`config.mk`:
```
export PLATFORM = sky130hd
export DESIGN_NAME = hazard_scoreboard
export DESIGN_NICKNAME = d
export VERILOG_FILES = /design/src/rtl/hazard_scoreboard.sv
export SDC_FILE = /design/constraint.sdc
export NUM_CORES = 1
export LEC_CHECK = 0
export CAP_MARGIN = 20
export CORE_MARGIN = 2
export CORE_UTILIZATION = 60
export DETAILED_ROUTE_END_ITERATION = 16
export DONT_BUFFER_PORTS = 1
export PLACE_DENSITY = 0.76
export SYNTH_ARGS = -nofsm -noshare
export SYNTH_HDL_FRONTEND = slang
export SYNTH_SLANG_ARGS = --single-unit
```
`constraint.sdc`:
```
create_clock -name clk -period 2.96 [get_ports clk]
set_input_delay 0.296 -clock clk [delete_from_list [all_inputs] [get_ports clk]]
set_output_delay 0.296 -clock clk [all_outputs]
set_load 0.05 [all_outputs]
```
`src/rtl/hazard_scoreboard.sv`:
```
// In-order issue interlock: one down-counter per architectural register tracks pending writes.
// Optional macro FORWARDING_EN: loads hold one bubble, ALU writers never stall.
module hazard_scoreboard #(
    parameter int NUM_REGS    = 32,
    parameter int REG_ADDR_W  = 5,
    parameter int WB_LATENCY  = 3,
    parameter int CNT_W       = 2,
    parameter int STALL_CNT_W = 16
) (
    input  logic                   clk,
    input  logic                   reset,
    input  logic                   issue_valid,
    input  logic [REG_ADDR_W-1:0]  rs,
    input  logic [REG_ADDR_W-1:0]  rt,
    input  logic                   uses_rs,
    input  logic                   uses_rt,
    input  logic [REG_ADDR_W-1:0]  rd,
    input  logic                   writes_reg,
    input  logic                   is_load,
    input  logic                   flush,
    output logic                   stall,
    output logic                   bubble,
    output logic                   issue_fire,
    output logic [NUM_REGS-1:0]    pending_mask,
    output logic [STALL_CNT_W-1:0] stall_cycles
);

    logic [CNT_W-1:0]       cnt_q [NUM_REGS];
    logic [CNT_W-1:0]       cnt_d [NUM_REGS];
    logic [STALL_CNT_W-1:0] stall_cycles_q;
    logic [STALL_CNT_W-1:0] stall_cycles_d;
    logic                   hazard_rs_s;
    logic                   hazard_rt_s;
    logic                   stall_s;
    logic                   fire_s;
    logic [CNT_W-1:0]       load_val_s;

`ifdef FORWARDING_EN
    // Forwarding covers ALU results; only a load's data is late by one cycle.
    always_comb begin
        if (is_load) begin
            load_val_s = CNT_W'(1);
        end else begin
            load_val_s = {CNT_W{1'b0}};
        end
    end
`else
    logic unused_is_load_s;
    assign unused_is_load_s = is_load;
    assign load_val_s       = CNT_W'(WB_LATENCY);
`endif

    // Hazard detection reads pre-update counters, so an instruction never waits on itself.
    always_comb begin
        hazard_rs_s = uses_rs && (rs != {REG_ADDR_W{1'b0}}) && (cnt_q[rs] != {CNT_W{1'b0}});
        hazard_rt_s = uses_rt && (rt != {REG_ADDR_W{1'b0}}) && (cnt_q[rt] != {CNT_W{1'b0}});
        stall_s     = issue_valid && (hazard_rs_s || hazard_rt_s) && !flush;
        fire_s      = issue_valid && !stall_s && !flush;
    end

    // Next counter values: flush clears, a firing writer reloads, otherwise count down.
    always_comb begin
        cnt_d[0] = {CNT_W{1'b0}};
        for (int r = 1; r < NUM_REGS; r++) begin
            if (flush) begin
                cnt_d[r] = {CNT_W{1'b0}};
            end else if (fire_s && writes_reg && (rd == REG_ADDR_W'(r))) begin
                cnt_d[r] = load_val_s;
            end else if (cnt_q[r] != {CNT_W{1'b0}}) begin
                cnt_d[r] = cnt_q[r] - CNT_W'(1);
            end else begin
                cnt_d[r] = cnt_q[r];
            end
        end
    end

    // Saturating stall statistics.
    always_comb begin
        if (stall_s && (stall_cycles_q != {STALL_CNT_W{1'b1}})) begin
            stall_cycles_d = stall_cycles_q + STALL_CNT_W'(1);
        end else begin
            stall_cycles_d = stall_cycles_q;
        end
    end

    // Counter and statistics state.
    always_ff @(posedge clk or negedge reset) begin
        if (!reset) begin
            for (int r = 0; r < NUM_REGS; r++) begin
                cnt_q[r] <= {CNT_W{1'b0}};
            end
            stall_cycles_q <= {STALL_CNT_W{1'b0}};
        end else begin
            for (int r = 0; r < NUM_REGS; r++) begin
                cnt_q[r] <= cnt_d[r];
            end
            stall_cycles_q <= stall_cycles_d;
        end
    end

    // Pending view of the counters.
    always_comb begin
        for (int r = 0; r < NUM_REGS; r++) begin
            pending_mask[r] = (cnt_q[r] != {CNT_W{1'b0}});
        end
    end

    assign stall        = stall_s;
    assign bubble       = stall_s;
    assign issue_fire   = fire_s;
    assign stall_cycles = stall_cycles_q;

endmodule
```
==> results.txt <==
WHS = 0.0206 ns
Hold Path Class = in -> reg
Detail Route Antenna Nets = 0
Total core area = 0.00818 mm2
Fillers = 641
H-tree levels = 3
Area grow syn2layout = 8.59%
CP Cell Sequence = nor3_2 > a2111oi_2 > or3_1 > o41a_1 > a22o_4 > or2_4 > inv_8 > buf_8
Post-synth EDFFs = 0
Die height = 95.4 um
CP startpoint = cnt_q[23]
Vias in the first global route = 4003
Clock slew at reported path FFs = 0.08 ns
Syn_nets = 629
Worst Max-Slew Pin Slew = 0.717 ns
Initial antenna violation count = 0
Post-detail-place hpwl = 8.50 mm
# DRC = 0
Final Critical Period = 2.91 ns
Total global-route track usage = 27.0%
YS warnings = 0
GRT overflow = 0
Via/cell ratio = 6.09
Synth Area in Adders = 7.99%
Global-route wire length before repair = 18.8 mm
Final core utilization = 66.6%
Final setup viols = 0
Ranking of synthesized cells by area = dfrtp_1 39%, ha_1 8.0%, inv_1 7.5%, o22ai_1 7.0%, xor2_1 4.9%
Post-route cell area = 0.00544 mm2
N_diodes = 0
Syn Area/Cell = 8.73 um2
Simple logic cell fraction of the synthesized area = 16.2%
Total CTS buffers = 9
Detailed Route WL = 12.0 mm
Internal = 2710 uW
I/O pin count = 74
Sw frac = 50.0%
Worst slew margin = 51.8%
Post-DR wirelength/cell = 17.3 um
P_sw = 2720 uW
Max-cap check violation count = 0
Clock latency reported for the late side of the worst-skew pair = 0.37 ns
Chip width = 95.4 um
Leakage = 0.00251 uW
Mapped cell area = 0.00501 mm2
Die Area = 0.00910 mm2
Status = completed
Layout cells sized above 1 = 8.98%
Synth unique cells = 47
# rows = 33
Largest net degree at the start of global routing = 79
Compound-Gate Fraction of Synth Area = 16.7%
CP Launch Type = register
Mux cell area share after synthesis = 1.80%
Port Buffers = 0
Sink Count = 78
Crit Reg-Reg Startpoint = cnt_q[23]
Power share of the clock group = 15.5%
Hold Vio Cnt, Final = 0
Starting DRT DRC Count = 336
Critical path's slowest cell = dfrtp_1
Register area = 0.00195 mm2
CP bufs+invs = 2
Area leader, netlist = dfrtp_1
Final Max Tran Viols = 0
Power, Total = 5430 uW
Critical Path RT = 2.66 ns
Fmax = 0.343 GHz
Starting density of the core = 61.3%
Fin nets = 640
Drt first pass iters = 5
VDD IR-drop max = 0.613 mV
Kind of critical path = reg -> out
Main synth FF type = dfrtp_1
Placer Congestion = 0.940
Clk buf depth = 2
Arrival time at the worst endpoint = 2.62 ns
Root Driver = clkbuf_8
Clk_skew = 0.0136 ns
Post-synth top area share = 39.0%
Logic pwr share = 54.0%
Final period utilization = 98.4%
Mapped Cells = 574
Post-synthesis sequential area ratio = 39.0%
Async SR Flop Fraction = 100%
Hold wc startpoint = flush
CTS tree = done
Max stage delay on crit path = 0.42 ns
DP Area = 0.00513 mm2
Crit path max-delay family = simple AND/OR/NAND/NOR gates
RSZ-0062 raised after global routing = yes
Post-synthesis register bit count = 78
Worst R2R Setup Slack = 0.29 ns
Sequential group share of total power = 30.5%
PD cells = 998 mW/mm2
Vias = 4233
Main combinational cell family by area after synthesis = compound AO/OA/AOI/OAI gates
Multi-input logic area = 0.00258 mm2
Crit-path max FO = 6
Crit end category = output pin
Synth Area in XOR/XNOR = 8.04%
## per-stage QoR
step,std cells,setup slack [ns],setup TNS [ns]
6_report,695,0.0472,0
5_1_grt,695,-0.0218,-0.0218
4_1_cts,691,0.0101,0
3_5_place_dp,673,0.296,0
3_3_place_gp,673,0.364,0
2_1_floorplan,574,0.160,0
## repair_timing
| item | 4_1_cts | 5_1_grt |
|---|---|---|
| endpoints found under the hold margin | 78 | 0 |
| pin swaps | 0 | 2 |
| setup buffers | 0 | 4 |
| hold buffers | 2 | 0 |
| endpoints found under the setup margin | 1 | 1 |
| resized for setup | 2 | 8 |
## synth_stat cells (all sizes together) (2+ instances only)
cell type	number
buf	10
inv	100
a21oi	27
a31oi	2
o41ai	2
nand3	17
ha	32
nand2b	14
o22ai	57
nor2	52
nand4	8
dfrtp	78
and4	2
a211oi	7
nand2	22
a2111oi	5
nor3b	3
and3	2
nor3	23
mux2	2
nor2b	5
o221ai	3
clkbuf	11
o21ai	17
a311oi	4
nor4	2
xnor2	18
nand3b	3
and2	4
mux4	3
xor2	28
## worst reg2reg max path: stages, from the launching register on
cell and delay (ns):
dfrtp_1 0.42, nor3_2 0.21, a2111oi_2 0.08, or3_1 0.39, o41a_1 0.35, a22o_4 0.30, or2_4 0.27, inv_8 0.09
nand3b_4 0.23, o22ai_1 0.25
## final timing paths
check,to,cells after the start
max,issue_fire,8
min,cnt_q[24],1
max reg2reg,cnt_q[51],9
min reg2reg,cnt_q[13],2
max in group asynchronous,cnt_q[31],2
min in group asynchronous,cnt_q[0],2
## logic make-up after synthesis
kind of cell,after synthesis
adder cells (fa/ha/maj),32
AND/OR/NAND/NOR,159
buffers and inverters,122
XOR/XNOR,46
multiplexers,5
AO/OA/AOI/OAI,131
other,1
flip-flops,78
## layer usage
layer | wire length (um) | track usage (%) | up-vias
met4 | 369 | 11.9 | 0
met5 | 0 | 0 | -
met2 | 5620 | 42.9 | 175
met3 | 1090 | 7.98 | 37
met1 | 4960 | 34.3 | 2029
li1 | - | - | 1992
## cells in the final DEF, fill, tap and decap left out, drive strengths merged, types with 2 or more instances in the layout
| master | instances |
|---|---|
| a31oi | 2 |
| ha | 32 |
| o21ai | 17 |
| nand3 | 17 |
| and3 | 2 |
| xor2 | 28 |
| nor2 | 52 |
| mux2 | 2 |
| nand2 | 22 |
| o22ai | 57 |
| a211oi | 7 |
| a2111oi | 5 |
| dfrtp | 78 |
| nor3b | 3 |
| nor4 | 2 |
| nand2b | 14 |
| inv | 102 |
| nor2b | 5 |
| buf | 20 |
| a21oi | 27 |
| nand4 | 8 |
| xnor2 | 18 |
| nand3b | 3 |
| and2 | 4 |
| o221ai | 3 |
| nor3 | 23 |
| mux4 | 3 |
| and4 | 2 |
| a311oi | 4 |
| o41ai | 2 |
| clkinv | 3 |
| clkbuf | 10 |
## final cells by class
cell class                 count  share of cell area (%)
tap                          105                    2.41
inverter                     101                    7.11
multi-input combinational    374                    47.4
timing repair buffer          21                    3.45
clock buffer                  10                    2.53
clock inverter                 6                    1.26
sequential                    78                    35.9
## sequential cells by signal (all words and copies together), names as in the netlist
register / cells
cnt_q: 62
stall_cycles: 16
## power groups by stage
stage          Clock [uW]  Sequential, uW  Combinational, uW
2_1_floorplan           0            1720               2360
3_3_place_gp            0            1650               2720
3_5_place_dp            0            1670               2840
4_1_cts               853            1650               2900
5_1_grt               899            1700               3220
6_report              844            1660               2930
No activity file was read; power rests on OpenSTA's default activity.
